==> src/rtl/ps2_pkg.sv <==
// Shared constants for the PS/2 Set-2 scan code decoder: FSM states,
// prefix/control byte values and the Pong paddle key codes.
package ps2_pkg;

  typedef enum logic [2:0] {
    ST_IDLE,
    ST_EXT,
    ST_BRK,
    ST_EXT_BRK,
    ST_PAUSE
  } state_t;

  localparam logic [7:0] SC_EXT        = 8'hE0;
  localparam logic [7:0] SC_BRK        = 8'hF0;
  localparam logic [7:0] SC_PAUSE      = 8'hE1;
  localparam logic [7:0] SC_FAKE_SHIFT = 8'h12;

  localparam logic [7:0] SC_BAT    = 8'hAA;
  localparam logic [7:0] SC_ACK    = 8'hFA;
  localparam logic [7:0] SC_RESEND = 8'hFE;
  localparam logic [7:0] SC_ERR0   = 8'h00;
  localparam logic [7:0] SC_ERR1   = 8'hFF;

  localparam logic [7:0] KEY_W    = 8'h1D;
  localparam logic [7:0] KEY_S    = 8'h1B;
  localparam logic [7:0] KEY_UP   = 8'h75;
  localparam logic [7:0] KEY_DOWN = 8'h72;

  // Bytes following E1 that make up the rest of the Pause sequence.
  localparam logic [2:0] PAUSE_TAIL_LEN = 3'd7;

  function automatic logic is_ctrl_code(input logic [7:0] b);
    return (b == SC_BAT) || (b == SC_ACK) || (b == SC_RESEND) ||
           (b == SC_ERR0) || (b == SC_ERR1);
  endfunction

endpackage

==> src/rtl/ps2_timeout_counter.sv <==
// Inter-byte watchdog: counts while enabled, restarts on clear, and pulses
// o_expired on the cycle the count sits at TIMEOUT_CYCLES.
module ps2_timeout_counter #(
  parameter int unsigned TIMEOUT_CYCLES = 2500000,
  parameter int unsigned CNT_W          = $clog2(TIMEOUT_CYCLES + 1)
) (
  input  logic i_clk,
  input  logic i_reset,
  input  logic i_clear,
  input  logic i_enable,
  output logic o_expired
);

  localparam logic [CNT_W-1:0] LIMIT = CNT_W'(TIMEOUT_CYCLES);

  logic [CNT_W-1:0] r_cnt;

  always_ff @(posedge i_clk) begin
    if (i_reset || i_clear || !i_enable) begin
      r_cnt <= '0;
    end else if (r_cnt != LIMIT) begin
      r_cnt <= r_cnt + CNT_W'(1);
    end
  end

  // A clear on the expiry cycle means a byte arrived in time; it takes priority.
  assign o_expired = i_enable && !i_clear && (r_cnt == LIMIT);

endmodule

==> src/rtl/ps2_scancode_decoder.sv <==
// Assembles PS/2 Set-2 byte sequences into key events and tracks paddle keys.
// Optional typematic-repeat suppression: define PS2_REPEAT_FILTER_EN.
module ps2_scancode_decoder
  import ps2_pkg::*;
#(
  parameter int unsigned TIMEOUT_CYCLES = 2500000,
  parameter int unsigned CNT_W          = $clog2(TIMEOUT_CYCLES + 1)
) (
  input  logic       clk,
  input  logic       reset,
  input  logic [7:0] rx_data,
  input  logic       rx_ready,
  output logic       key_valid,
  output logic [7:0] key_code,
  output logic       key_ext,
  output logic       key_make,
  output logic       left_up,
  output logic       left_down,
  output logic       right_up,
  output logic       right_down,
  output logic       seq_error
);

  state_t     r_state;
  state_t     w_state_nxt;
  logic [2:0] r_pause_cnt;
  logic [2:0] w_pause_nxt;

  logic       w_expired;
  logic       w_evt;
  logic [7:0] w_evt_code;
  logic       w_evt_ext;
  logic       w_evt_make;
  logic       w_seq_err;
  logic       w_repeat;

  logic       r_key_valid;
  logic [7:0] r_key_code;
  logic       r_key_ext;
  logic       r_key_make;
  logic       r_left_up;
  logic       r_left_down;
  logic       r_right_up;
  logic       r_right_down;
  logic       r_seq_error;

  ps2_timeout_counter #(
    .TIMEOUT_CYCLES (TIMEOUT_CYCLES),
    .CNT_W          (CNT_W)
  ) u_timeout (
    .i_clk     (clk),
    .i_reset   (reset),
    .i_clear   (rx_ready),
    .i_enable  (r_state != ST_IDLE),
    .o_expired (w_expired)
  );

  always_ff @(posedge clk) begin
    if (reset) begin
      r_state     <= ST_IDLE;
      r_pause_cnt <= '0;
    end else begin
      r_state     <= w_state_nxt;
      r_pause_cnt <= w_pause_nxt;
    end
  end

  always_comb begin
    w_state_nxt = r_state;
    w_pause_nxt = r_pause_cnt;
    w_evt       = 1'b0;
    w_evt_code  = rx_data;
    w_evt_ext   = 1'b0;
    w_evt_make  = 1'b0;
    w_seq_err   = 1'b0;

    if (rx_ready) begin
      case (r_state)
        ST_IDLE: begin
          if (rx_data == SC_EXT) begin
            w_state_nxt = ST_EXT;
          end else if (rx_data == SC_BRK) begin
            w_state_nxt = ST_BRK;
          end else if (rx_data == SC_PAUSE) begin
            w_state_nxt = ST_PAUSE;
            w_pause_nxt = PAUSE_TAIL_LEN;
          end else if (!is_ctrl_code(rx_data)) begin
            w_evt      = 1'b1;
            w_evt_make = 1'b1;
          end
        end
        ST_EXT: begin
          if (rx_data == SC_BRK) begin
            w_state_nxt = ST_EXT_BRK;
          end else if (rx_data == SC_EXT) begin
            w_state_nxt = ST_EXT;
          end else begin
            w_state_nxt = ST_IDLE;
            if (rx_data != SC_FAKE_SHIFT) begin
              w_evt      = 1'b1;
              w_evt_ext  = 1'b1;
              w_evt_make = 1'b1;
            end
          end
        end
        ST_BRK: begin
          w_state_nxt = ST_IDLE;
          w_evt       = (rx_data != SC_BRK) && (rx_data != SC_EXT);
        end
        ST_EXT_BRK: begin
          w_state_nxt = ST_IDLE;
          w_evt       = (rx_data != SC_FAKE_SHIFT);
          w_evt_ext   = 1'b1;
        end
        ST_PAUSE: begin
          if (r_pause_cnt <= 3'd1) begin
            w_state_nxt = ST_IDLE;
            w_pause_nxt = '0;
            w_evt       = 1'b1;
            w_evt_code  = SC_PAUSE;
            w_evt_make  = 1'b1;
          end else begin
            w_pause_nxt = r_pause_cnt - 3'd1;
          end
        end
        default: w_state_nxt = ST_IDLE;
      endcase
    end else if (w_expired) begin
      w_state_nxt = ST_IDLE;
      w_pause_nxt = '0;
      w_seq_err   = 1'b1;
    end
  end

`ifdef PS2_REPEAT_FILTER_EN
  logic       r_last_valid;
  logic       r_last_ext;
  logic [7:0] r_last_code;
  logic       w_match_last;

  assign w_match_last = r_last_valid && (r_last_ext == w_evt_ext) &&
                        (r_last_code == w_evt_code);
  assign w_repeat     = w_evt && w_evt_make && w_match_last;

  always_ff @(posedge clk) begin
    if (reset) begin
      r_last_valid <= 1'b0;
      r_last_ext   <= 1'b0;
      r_last_code  <= '0;
    end else if (w_evt) begin
      if (w_evt_make) begin
        r_last_valid <= 1'b1;
        r_last_ext   <= w_evt_ext;
        r_last_code  <= w_evt_code;
      end else if (w_match_last) begin
        r_last_valid <= 1'b0;
      end
    end
  end
`else
  assign w_repeat = 1'b0;
`endif

  always_ff @(posedge clk) begin
    if (reset) begin
      r_key_valid  <= 1'b0;
      r_key_code   <= '0;
      r_key_ext    <= 1'b0;
      r_key_make   <= 1'b0;
      r_left_up    <= 1'b0;
      r_left_down  <= 1'b0;
      r_right_up   <= 1'b0;
      r_right_down <= 1'b0;
      r_seq_error  <= 1'b0;
    end else begin
      r_key_valid <= w_evt && !w_repeat;
      r_seq_error <= w_seq_err;
      if (w_evt && !w_repeat) begin
        r_key_code <= w_evt_code;
        r_key_ext  <= w_evt_ext;
        r_key_make <= w_evt_make;
      end
      // Paddle flags follow every decoded event, including filtered repeats.
      if (w_evt) begin
        case ({w_evt_ext, w_evt_code})
          {1'b0, KEY_W}:    r_left_up    <= w_evt_make;
          {1'b0, KEY_S}:    r_left_down  <= w_evt_make;
          {1'b1, KEY_UP}:   r_right_up   <= w_evt_make;
          {1'b1, KEY_DOWN}: r_right_down <= w_evt_make;
          default: ;
        endcase
      end
    end
  end

  assign key_valid  = r_key_valid;
  assign key_code   = r_key_code;
  assign key_ext    = r_key_ext;
  assign key_make   = r_key_make;
  assign left_up    = r_left_up;
  assign left_down  = r_left_down;
  assign right_up   = r_right_up;
  assign right_down = r_right_down;
  assign seq_error  = r_seq_error;

endmodule

==> config.mk <==
export PLATFORM = sky130hd
export DESIGN_NAME = ps2_scancode_decoder
export DESIGN_NICKNAME = d
export VERILOG_FILES = /design/src/rtl/ps2_pkg.sv /design/src/rtl/ps2_timeout_counter.sv /design/src/rtl/ps2_scancode_decoder.sv
export SDC_FILE = /design/constraint.sdc
export NUM_CORES = 1
export LEC_CHECK = 0
export ABC_AREA = 1
export BUFFER_PORTS_ARGS = -buffer_cell sky130_fd_sc_hd__buf_2
export CORE_ASPECT_RATIO = 0.75
export CORE_MARGIN = 2
export CORE_UTILIZATION = 58
export DETAILED_ROUTE_END_ITERATION = 8
export GPL_TIMING_DRIVEN = 0
export PLACE_DENSITY = 0.9
export SLEW_MARGIN = 5
export SYNTH_ARGS = -nofsm -noshare
export SYNTH_HDL_FRONTEND = slang
export SYNTH_SLANG_ARGS = --single-unit
==> constraint.sdc <==
create_clock -name clk -period 1.96 [get_ports clk]
set_input_delay 0.098 -clock clk [delete_from_list [all_inputs] [get_ports clk]]
set_output_delay 0.098 -clock clk [all_outputs]
set_load 0.03 [all_outputs]
==> impl.org <==
** Floorplanning
- Die outline width :: 79.0 microns
- Number of I/O pins :: 27
- Total die area :: 4760 sq um
- The initial utilization of the core area, before any placement, comes to 60.4%.
- Core Rows :: 20
- Placeable core area :: 4050 sq um
- The floorplan step set the die height to 60.3 microns.

** Global routing
- Overflow left after global routing :: 0
- Number of antenna violations at the first check in global routing :: 0
- GRT Total Usage :: 26.0%
- Pin count of the biggest net entering global routing :: 16
- First-pass GRT wire length :: 9.69 mm
- The number of global-route vias before repair was 2,265.

** Setup path
- Buf/Inv on CP :: 2
- Tracing the worst setup path back leads to its startpoint at u_timeout.r_cnt[1]$_SDFFE_PP0N_.
- The critical path goes through ha_1 -> nand2_1 -> inv_1 -> nand2_1 -> nor4_4 -> nand4_1 -> buf_4 -> o21ai_0 -> a21oi_1.
- The worst setup path is launched from a flop.
- Worst endpoint data arrival time :: 2.06 ns
- Cell type group with the largest total delay on the critical path :: simple AND/OR/NAND/NOR gates
- The slowest stage of the critical path is the sky130_fd_sc_hd__dfxtp_1 cell.
- Endpoint of the worst setup timing path :: u_timeout.r_cnt[14]$_SDFFE_PP0N_
- The worst register-to-register path has a setup slack of 0.09 ns.
- In this run the critical register-to-register path is launched from u_timeout.r_cnt[1]$_SDFFE_PP0N_.
- In this run the worst path has a maximum fanout of 4.
- The critical path runs through a total of 9 cells.
- On the worst path, the slowest cell contributes a delay of 0.40 ns.
- The cell that appears most often on the critical path is sky130_fd_sc_hd__nand2_1.
- The worst register-to-register path ends at u_timeout.r_cnt[14]$_SDFFE_PP0N_.
- CP Data Required Time :: 2.15 ns
- Worst Setup Path Type :: flop to flop
- Category of the worst setup path capture point :: flop
- Worst R2R Path Depth :: 9

** Route
- The first TritonRoute pass finished after 5 iterations.
- Average wire per cell in the routed design :: 12.7 microns
- Number of DRC violations after detailed-routing iteration 0 :: 322
- Sum of routed wire length over all layers :: 5.95 mm
- Antenna violation net count after detailed routing :: 0
- DRC violation count after routing :: 0
- Via-to-Cell Ratio :: 5.48
- Number of vias in the routed layout :: 2,570

** STA
- Worst clock skew on the final layout :: 0.00983 ns
- Number of max-slew violations in the final report :: 0
- Worst hold slack across all endpoints :: 0.130 ns
- Based on the critical path, the design can be clocked at up to 535 MHz.
- Fin. Hold Viols :: 0
- Measured against its own limit, the worst slew margin works out to 67.0%.
- The smallest clock period supported by the final layout is computed as 1.87 ns.
- For the pin with the worst max-slew slack, the measured transition is 0.494 ns.
- Setup violations remaining at the end of the flow were counted as 0.
- Of the available clock period, the critical path in the final layout requires 95.4%.

** Power and ir drop
- For this design the ratio of total power to cell area is 701 nW/um^2.
- Overall power of the completed layout :: 1960 uW
- The analysis attributes to cell leakage a power of 0.00122 uW.
- Maximum vdd ir drop :: 0.000399 V

** Status
- The flow ran to the end, and the final reports show no timing, DRC or antenna violations.

** Clock network
- After clock tree synthesis, the clock-pin slew on the worst setup and hold paths is 0.09 ns.
- CTS built an H-tree with a depth of 2.
- In this run the clock root is driven by a sky130_fd_sc_hd__clkbuf_8.
- Clk_lat worst skew :: 0.31 ns
- Clock buffer count from CTS :: 5
- The tree built by TritonCTS fans out to 44 sinks.
- Clock tree from TritonCTS :: built
- CTS Buffer Depth :: 2

** Min path
- Class of the most critical hold timing path :: input pin to flop

** Synth
- Synthesis instantiated 34 different standard cells from the library.
- Each instance of the synthesized netlist takes up on average 6.46 sq um.
- Synthesis produced a netlist whose cell count is 379.
- Of the synthesized area, sequential elements account for 36.0%.
- For this run, the leading register cell type out of synthesis is sky130_fd_sc_hd__dfxtp_1.
- Synthesized Nets :: 393
- Flop and latch count out of synthesis :: 44
- The synthesized design contains 0 enable-type register cells.
- Yosys printed 0 warnings.
- Share of synthesized registers carrying an async set or reset :: 0%
- Area of the mapped netlist :: 2450 sq um

** Place
- Placer's final routability congestion estimate :: 0.952
- Estimated wirelength of the detail-placed design :: 4.34 mm
- The placed instances occupy a cell area of 2640 sq um.
- Placed cell count :: 459
- IO buf count :: 25

** Finish
- Summing all flip-flop and latch instances after layout gives 882 sq um.
- Antenna cell count :: 0
- Proportion of layout cells with a drive suffix above 1 :: 15.0%
- Total area of multi-input combinational cells :: 1320 sq um
- Area growth syn-to-layout :: 14.1%
- Once layout is done, the placed cells without fillers occupy 2790 sq um.
- Final-layout fill cell count :: 351
- For this run, the post-layout net count is 427.
- Excluding fillers, the count of instances in the completed layout stands at 469.

** Run
- Across the run, the number of max-cap violations was 0.
worst min-delay path by stage:
stage / startpoint / end / slack, ns / cells after the start
after CTS: rx_data[4] / key_code[4]$_SDFFE_PP0P_ / 0.12 / 3
after global routing: rx_data[4] / key_code[4]$_SDFFE_PP0P_ / 0.15 / 3
after floorplan: reset / key_ext$_SDFFE_PP0P_ / 0.17 / 1
after global placement: reset / key_ext$_SDFFE_PP0P_ / 0.31 / 2
after detailed placement: reset / key_make$_SDFFE_PP0P_ / 0.32 / 2
final: rx_data[4] / key_code[4]$_SDFFE_PP0P_ / 0.13 / 3
stage by stage:
stage	util (%)	setup slack, ns	setup TNS [ns]
2_1_floorplan	-	0.427	0
4_1_cts	68.2	0.0994	0
6_report	68.9	0.0911	0
3_3_place_gp	65.2	0.187	0
3_5_place_dp	65.2	0.131	0
5_1_grt	68.9	-0.0223	-0.0587
Yosys cell counts (2+ instances only):
cell / instances / area (sq um)
sky130_fd_sc_hd__ha_1: 3 / 37.5
sky130_fd_sc_hd__nand3_1: 27 / 135
sky130_fd_sc_hd__nor2_2: 6 / 37.5
sky130_fd_sc_hd__dfxtp_1: 44 / 881
sky130_fd_sc_hd__a211oi_1: 2 / 15.0
sky130_fd_sc_hd__o21ai_0: 19 / 95.1
sky130_fd_sc_hd__buf_2: 2 / 10.0
sky130_fd_sc_hd__nor4_1: 4 / 25.0
sky130_fd_sc_hd__o21ai_1: 2 / 10.0
sky130_fd_sc_hd__nand2_1: 82 / 308
sky130_fd_sc_hd__nor3_1: 15 / 75.1
sky130_fd_sc_hd__xor2_1: 3 / 26.3
sky130_fd_sc_hd__or2_2: 2 / 12.5
sky130_fd_sc_hd__nand4_1: 11 / 68.8
sky130_fd_sc_hd__nor2_1: 54 / 203
sky130_fd_sc_hd__inv_2: 5 / 18.8
sky130_fd_sc_hd__buf_6: 2 / 22.5
sky130_fd_sc_hd__inv_1: 53 / 199
sky130_fd_sc_hd__a21oi_1: 28 / 140
tightest hold or removal path, delay by kind of cell:
family / cells / cell delay, ns
simple gates: 1 / 0.06
buf+inv: 1 / 0.11
compound gates: 1 / 0.10
state kept, by name, indices dropped and copies added, names as in the netlist:
signal           flops
u_timeout.r_cnt     22
key_code             8
r_pause_cnt          3
r_state              3
key_ext              1
key_make             1
key_valid            1
left_down            1
left_up              1
right_down           1
right_up             1
seq_error            1
cells by family after synthesis:
family                   count (synthesis)  synth area share (%)
flip-flops                              44                  36.0
AO/OA/AOI/OAI                           55                  12.3
adder cells (fa/ha/maj)                  3                  1.53
buffers and inverters                   65                  10.8
AND/OR/NAND/NOR                        209                  38.2
XOR/XNOR                                 3                  1.07
final cells by class:
type	count	area share, %
Buffer	6	1.57
Sequential cell	44	31.6
Timing Repair Buffer	27	5.11
Clock inverter	3	1.66
Multi-Input combinational cell	270	47.2
Clock buffer	5	2.47
Inverter	59	7.93
Tap cell	55	2.47
metal layers:
metal	track usage (%)	share of wire [%]	up-vias
met3	5.59	7.3	17
met4	11.6	1.9	0
li1	-	-	1294
met2	40.2	44	120
met5	0	0	-
met1	35.1	47	1139
placed cells by master, fill, tap and decap left out, types with 11 or more instances in the layout:
| cell | netlist | final |
|---|---|---|
| sky130_fd_sc_hd__buf_2 | 2 | 27 |
| sky130_fd_sc_hd__dfxtp_1 | 44 | 43 |
| sky130_fd_sc_hd__inv_1 | 53 | 53 |
| sky130_fd_sc_hd__nand4_1 | 11 | 11 |
| sky130_fd_sc_hd__a21oi_1 | 28 | 28 |
| sky130_fd_sc_hd__nor2_1 | 54 | 53 |
| sky130_fd_sc_hd__nor3_1 | 15 | 15 |
| sky130_fd_sc_hd__nand3_1 | 27 | 27 |
| sky130_fd_sc_hd__nand2_1 | 82 | 82 |
| sky130_fd_sc_hd__o21ai_0 | 19 | 19 |
power by group:
part / leakage (uW) / total (uW) / switching [uW] / internal [uW]
combinational: 0.000805 / 300 / 206 / 94.1
clock: 0.0000548 / 713 / 329 / 384
sequential: 0.000358 / 943 / 18.6 / 924
total: 0.00122 / 1960 / 554 / 1400
what timing repair did:
| item | in CTS | in global routing |
|---|---|---|
| hold endpoints to repair | 3 | 0 |
| setup buffers | 0 | 1 |
| resized for setup | 0 | 4 |
| setup endpoints to repair | 0 | 5 |
| hold buffers | 1 | 0 |
No activity file was read; power rests on OpenSTA's default activity.
